**src/rtl/uart_transmitter.sv**
```systemverilog
// UART transmit stage: start bit, LSB-first data, optional even parity, stop bit.
// Each bit is held CLKS_PER_BIT clocks so the line can loop straight into the receiver.
//
// state  | meaning
// IDLE   | line at mark (1), waiting for txStart
// START  | driving the start bit (0)
// DATA   | shifting data out LSB first
// PARITY | driving even parity of the latched byte
// STOP   | driving the stop bit (1)
module uart_transmitter #(
   parameter int CLKS_PER_BIT = 16,
   parameter int DATA_BITS    = 8
) (
   input  logic                 clk,
   input  logic                 rst,
   input  logic                 txStart,
   input  logic [DATA_BITS-1:0] in,
   input  logic                 parity_en,
   output logic                 out,
   output logic                 busy,
   output logic                 done
);

   localparam int CW = (CLKS_PER_BIT > 1) ? $clog2(CLKS_PER_BIT) : 1;
   localparam int BW = (DATA_BITS > 1) ? $clog2(DATA_BITS) : 1;

   typedef enum logic [2:0] {
      IDLE,
      START,
      DATA,
      PARITY,
      STOP
   } state_t;

   state_t               state;
   state_t               state_nxt;
   logic [CW-1:0]        cyc_cnt;
   logic [BW-1:0]        bit_idx;
   logic [DATA_BITS-1:0] shift_reg;
   logic [DATA_BITS-1:0] data_latched;
   logic                 parity_latched;
   logic                 done_nxt;
   logic                 bit_end;
   logic                 last_bit;

   assign bit_end  = (cyc_cnt == CW'(CLKS_PER_BIT - 1));
   assign last_bit = (bit_idx == BW'(DATA_BITS - 1));
   assign busy     = (state != IDLE);

   always_ff @(posedge clk) begin
      if (rst) begin
         state <= IDLE;
         done  <= 1'b0;
      end else begin
         state <= state_nxt;
         done  <= done_nxt;
      end
   end

   always_comb begin
      state_nxt = state;
      out       = 1'b1;
      done_nxt  = 1'b0;
      case (state)
         IDLE: begin
            if (txStart) state_nxt = START;
         end
         START: begin
            out = 1'b0;
            if (bit_end) state_nxt = DATA;
         end
         DATA: begin
            out = shift_reg[0];
            if (bit_end && last_bit) state_nxt = parity_latched ? PARITY : STOP;
         end
         PARITY: begin
            out = ^data_latched;
            if (bit_end) state_nxt = STOP;
         end
         STOP: begin
            if (bit_end) begin
               state_nxt = IDLE;
               done_nxt  = 1'b1;
            end
         end
         default: state_nxt = IDLE;
      endcase
   end

   // Input capture only happens in IDLE, so mid-frame changes on in/parity_en are ignored.
   always_ff @(posedge clk) begin
      if (rst) begin
         cyc_cnt        <= '0;
         bit_idx        <= '0;
         shift_reg      <= '0;
         data_latched   <= '0;
         parity_latched <= 1'b0;
      end else if (state == IDLE) begin
         cyc_cnt <= '0;
         bit_idx <= '0;
         if (txStart) begin
            shift_reg      <= in;
            data_latched   <= in;
            parity_latched <= parity_en;
         end
      end else if (bit_end) begin
         cyc_cnt <= '0;
         if (state == DATA) begin
            shift_reg <= shift_reg >> 1;
            bit_idx   <= last_bit ? '0 : bit_idx + 1'b1;
         end
      end else begin
         cyc_cnt <= cyc_cnt + 1'b1;
      end
   end

endmodule

```
**config.mk**
```make
export PLATFORM = sky130hd
export DESIGN_NAME = uart_transmitter
export DESIGN_NICKNAME = d
export VERILOG_FILES = /design/src/rtl/uart_transmitter.sv
export SDC_FILE = /design/constraint.sdc
export NUM_CORES = 1
export LEC_CHECK = 0
export BUFFER_PORTS_ARGS = -buffer_cell sky130_fd_sc_hd__buf_2
export CAP_MARGIN = 0
export CORE_ASPECT_RATIO = 1.2
export CORE_UTILIZATION = 51
export DETAILED_ROUTE_END_ITERATION = 8
export PLACE_DENSITY = 0.74
export RECOVER_POWER = 100
export SLEW_MARGIN = 20
export SYNTH_ARGS = -nofsm -noshare
export SYNTH_HDL_FRONTEND = slang
export SYNTH_SLANG_ARGS = --single-unit
```
**constraint.sdc**
```tcl
create_clock -name clk -period 1.8 [get_ports clk]
set_clock_uncertainty 0.2 [all_clocks]
set_input_delay 0.09 -clock clk [delete_from_list [all_inputs] [get_ports clk]]
set_output_delay 0.09 -clock clk [all_outputs]
set_load 0.02 [all_outputs]
```
==> impl_summary.log <==
[metrics] Reg clk slew, reported paths: ~0.15 ns
[metrics] post-route minimum period: ~1.8 ns
[metrics] Seq/Total Area, Yosys: around 43%
[metrics] kind of end point of the critical path: flip-flop
[metrics] share of power burned in registers: 52.7%
[metrics] Synthesis Warnings: 0
[metrics] required arrival time at the worst endpoint: around 1.8 ns
[metrics] floorplan core area: approximately 2400 sq um
[metrics] Leakage Power: between 0.6 and 0.7 nW
[metrics] clock tree from TritonCTS: yes
[metrics] area of the die: 2770 sq um
[metrics] fmax: approximately 560 MHz
[metrics] reg-to-reg slack, setup: roughly 0.019 ns
[metrics] Post-layout nets: roughly 200
[metrics] mean routed wirelength per cell: 13.4 microns
[metrics] data arrival time of the worst path: between 1.5 and 2 ns
[metrics] portion of total power attributed to combinational logic: 24.0%
[metrics] cell internal power dissipation: 942 uW
[metrics] clock latency of the later-clocked register in the worst-skew pair: about 0.33 ns
[metrics] Worst path top cell family by delay: simple AND/OR/NAND/NOR gates
[metrics] nature of the critical path startpoint: flip-flop
[metrics] Main synth FF type: sky130_fd_sc_hd__dfxtp_1
[metrics] worst reg2reg path startpoint: state[1]$_SDFFE_PP0P_
[metrics] share of the cycle needed by the critical path after routing: 98.9%
[metrics] total placed instance area: ~1500 sq um
[metrics] Util after Layout: slightly above 70%
[metrics] drt pass-1 iters: 4
[metrics] worst rel slew slack: roughly 66%
[metrics] GRT Resource Usage Total: approximately 22%
[metrics] actual slew at the worst max-slew pin: between 0.5 and 0.6 ns
[metrics] synthesized flop and latch total: 28
[metrics] violation count after the first detailed-route iteration: 46
[metrics] number of antenna violations at the first check in global routing: 0
[metrics] leading post-synthesis cells by instance count: 34 x sky130_fd_sc_hd__nand2_1, 28 x sky130_fd_sc_hd__dfxtp_1, 12 x sky130_fd_sc_hd__a21oi_1
[metrics] depth of the worst register-to-register path: 5
[metrics] post-synthesis average cell area: 8.65 sq um
[metrics] routability congestion estimate: between 0.8 and 0.9
[metrics] count of flip-flops with a built-in enable after synthesis: 0
[metrics] number of maximum-capacitance constraint violations: 0
[metrics] Crit-path slowest cell: sky130_fd_sc_hd__or4b_4
[metrics] vias per cell: between 5 and 6
[metrics] buffer cell driving the clock tree root: sky130_fd_sc_hd__clkbuf_4
[metrics] switching share of total power: around 28%
[metrics] Clock Power Share: between 20% and 30%
[metrics] share of post-route cells with drive strength above 1: a little under a third
[metrics] die width: between 40 and 50 microns
[metrics] Port-buffer cells: 14
[metrics] Antenna Nets Post-Route: 0
[metrics] sum of net half-perimeters after detailed placement: 1960 microns
[metrics] critical-path cell list: or4b_4, o31ai_4, clkbuf_16, buf_4, a311oi_2
[metrics] combined area of the multi-input logic cells: roughly 720 sq um
[metrics] net switching component of the power: 372 uW
[metrics] number of pins exceeding their max-slew limit in the final report: 0
[metrics] vias in the first global route: ~1100
[metrics] hold_sp: data_latched[3]$_SDFFE_PP0P_
[metrics] site row count: 19
[metrics] capture endpoint of the worst hold path: data_latched[3]$_SDFFE_PP0P_
[metrics] crit path buf inv count: 2
[metrics] Post-Syn Nets: ~170
[metrics] pwr/cell area: between 700 and 800 nW/um^2
[metrics] final setup violating endpoints: 0
[metrics] number of distinct standard cells referenced by the synthesized netlist: 32
[metrics] H-Tree Depth: 1
[metrics] result of the run: complete, no violations
[metrics] final hold violations: 0
[metrics] count of fill cells added during filler insertion: ~160
[metrics] Hold Path Depth: 2
[metrics] pin count of the biggest net entering global routing: 26
[metrics] final non-filler cell area: 1710 sq um
[metrics] ant diodes: 0
[metrics] cell taking the most area after synthesis: sky130_fd_sc_hd__dfxtp_1
[metrics] synthesized area: about 1300 sq um
[metrics] largest fanout of any net on the critical path: 7
[metrics] clk sinks: 28
[metrics] total grt overflow: 0
[metrics] maximum resistive drop on vdd: between 0.5 and 0.6 mV
[metrics] synth top area cells: sky130_fd_sc_hd__dfxtp_1 43%, sky130_fd_sc_hd__nand2_1 9.8%, sky130_fd_sc_hd__xnor2_1 5.4%
[metrics] Post-route DRC: 0
[metrics] Total Wirelength: 2900 microns
[metrics] Layout area overhead: 30.7%
[metrics] die height: ~57 microns
[metrics] Via Count: about 1200
[metrics] most numerous cell in the Yosys netlist: sky130_fd_sc_hd__nand2_1
[metrics] Clock Path Buffers: 2
[metrics] Crit Path Category: reg2reg
[metrics] Ports: 15
[metrics] global-route wire length before repair: approximately 4500 microns
[metrics] setup repair after global routing missed its margin: yes
[metrics] area share of the largest cell type after synthesis: 42.9%
[metrics] Crit Reg-Reg Endpoint: shift_reg[4]$_SDFFE_PP0P_
[metrics] synthesized instance count: ~150
[metrics] register area: 571 sq um
[metrics] CP peak stage delay: approximately 0.56 ns
[metrics] TritonCTS buffer count: 3
[metrics] starting utilization of the core area: a little under three fifths
[metrics] async set or reset register ratio after synthesis: 0%
[metrics] worst hold path class: reg2reg
-- power by group through the flow --
| stage | Clock [mW] | Combinational, mW | Sequential [mW] |
|---|---|---|---|
| 2_1_floorplan | 0 | 0.189 | 0.693 |
| 3_3_place_gp | 0 | 0.252 | 0.699 |
| 3_5_place_dp | 0 | 0.259 | 0.701 |
| 4_1_cts | 0.316 | 0.280 | 0.690 |
| 5_1_grt | 0.344 | 0.344 | 0.696 |
| 6_report | 0.306 | 0.315 | 0.693 |
-- cell usage in the layout, fill, tap and decap left out, drive strengths merged --
| cell | n |
|---|---|
| a32oi | 1 |
| o221ai | 1 |
| ha | 3 |
| nand2b | 1 |
| clkbuf | 6 |
| dlygate4sd3 | 11 |
| mux2i | 2 |
| nor2b | 1 |
| buf | 27 |
| nand3 | 6 |
| nor4b | 1 |
| o31ai | 2 |
| a311oi | 7 |
| dfxtp | 28 |
| xor2 | 1 |
| or4b | 1 |
| nor2 | 14 |
| o21ai | 3 |
| inv | 3 |
| nand2 | 34 |
| a21oi | 12 |
| a21boi | 1 |
| or3 | 3 |
| and3 | 3 |
| nor3 | 5 |
| xnor2 | 8 |
-- metrics by stage --
step                      total power, mW  TNS, ns  worst slack, ns  hold WS, ns  std cells
after floorplan                     0.882        0          0.00533       0.0260        151
after global placement              0.951        0          0.00998        0.132        197
after detailed placement            0.961        0           0.0368        0.145        197
after CTS                            1.29        0           0.0144        0.240        212
after global routing                 1.38  -0.0778          -0.0681        0.306        216
final                                1.31        0           0.0194        0.280        216
-- logic make-up (layout without fill, tap and decap cells) --
family / after synthesis / after routing / share of synthesized area (%)
AO/OA/AOI/OAI: 27 / 27 / 16.0
XOR/XNOR: 9 / 9 / 6.03
adder cells (fa/ha/maj): 3 / 3 / 2.87
buffers and inverters: 13 / 47 / 5.46
flip-flops: 28 / 28 / 42.9
multiplexers: 2 / 2 / 1.53
AND/OR/NAND/NOR: 69 / 69 / 25.2
-- worst max path at each step --
stage,from,end,depth (start not counted)
3_5_place_dp,cyc_cnt[0]$_SDFF_PP0_,bit_idx[0]$_SDFFE_PP0P_,5
5_1_grt,data_latched[5]$_SDFFE_PP0P_,out,5
3_3_place_gp,state[2]$_SDFFE_PP0P_,shift_reg[6]$_SDFFE_PP0P_,5
2_1_floorplan,cyc_cnt[0]$_SDFF_PP0_,bit_idx[0]$_SDFFE_PP0P_,6
6_report,state[1]$_SDFFE_PP0P_,shift_reg[4]$_SDFFE_PP0P_,5
4_1_cts,state[1]$_SDFFE_PP0P_,shift_reg[4]$_SDFFE_PP0P_,5
-- routing by layer --
| layer | global-route usage (%) | vias to the layer above | share of wire (%) | routed length (microns) |
|---|---|---|---|---|
| met1 | 26.8 | 551 | 42 | 1210 |
| met4 | 11.5 | 0 | 1.4 | 40 |
| met3 | 3.48 | 6 | 3.2 | 94 |
| li1 | - | 590 | - | - |
| met2 | 36.8 | 31 | 53 | 1550 |
| met5 | 0 | - | 0 | 0 |
-- what timing repair did --
item | 4_1_cts | 5_1_grt
endpoints found under the setup margin | 3 | 13
setup buffers | 0 | 3
hold endpoints to repair | 20 | 0
cloned | 0 | 1
pin swaps | 0 | 11
hold buffers | 11 | 0
resized for setup | 4 | 14
-- layout make-up --
type | count | share of cell area, %
inverters | 3 | 0.806
flip-flops and latches | 28 | 33.4
repair buffers | 40 | 19.0
clock buffers | 4 | 2.13
well taps | 31 | 2.27
multi-input cells | 110 | 42.4
-- worst min-delay path, stage by stage, from the launching register on --
cell and delay [ns]:
sky130_fd_sc_hd__dfxtp_1 0.35, sky130_fd_sc_hd__nand2_1 0.05, sky130_fd_sc_hd__a21oi_1 0.05
No activity file was read; power rests on OpenSTA's default activity.
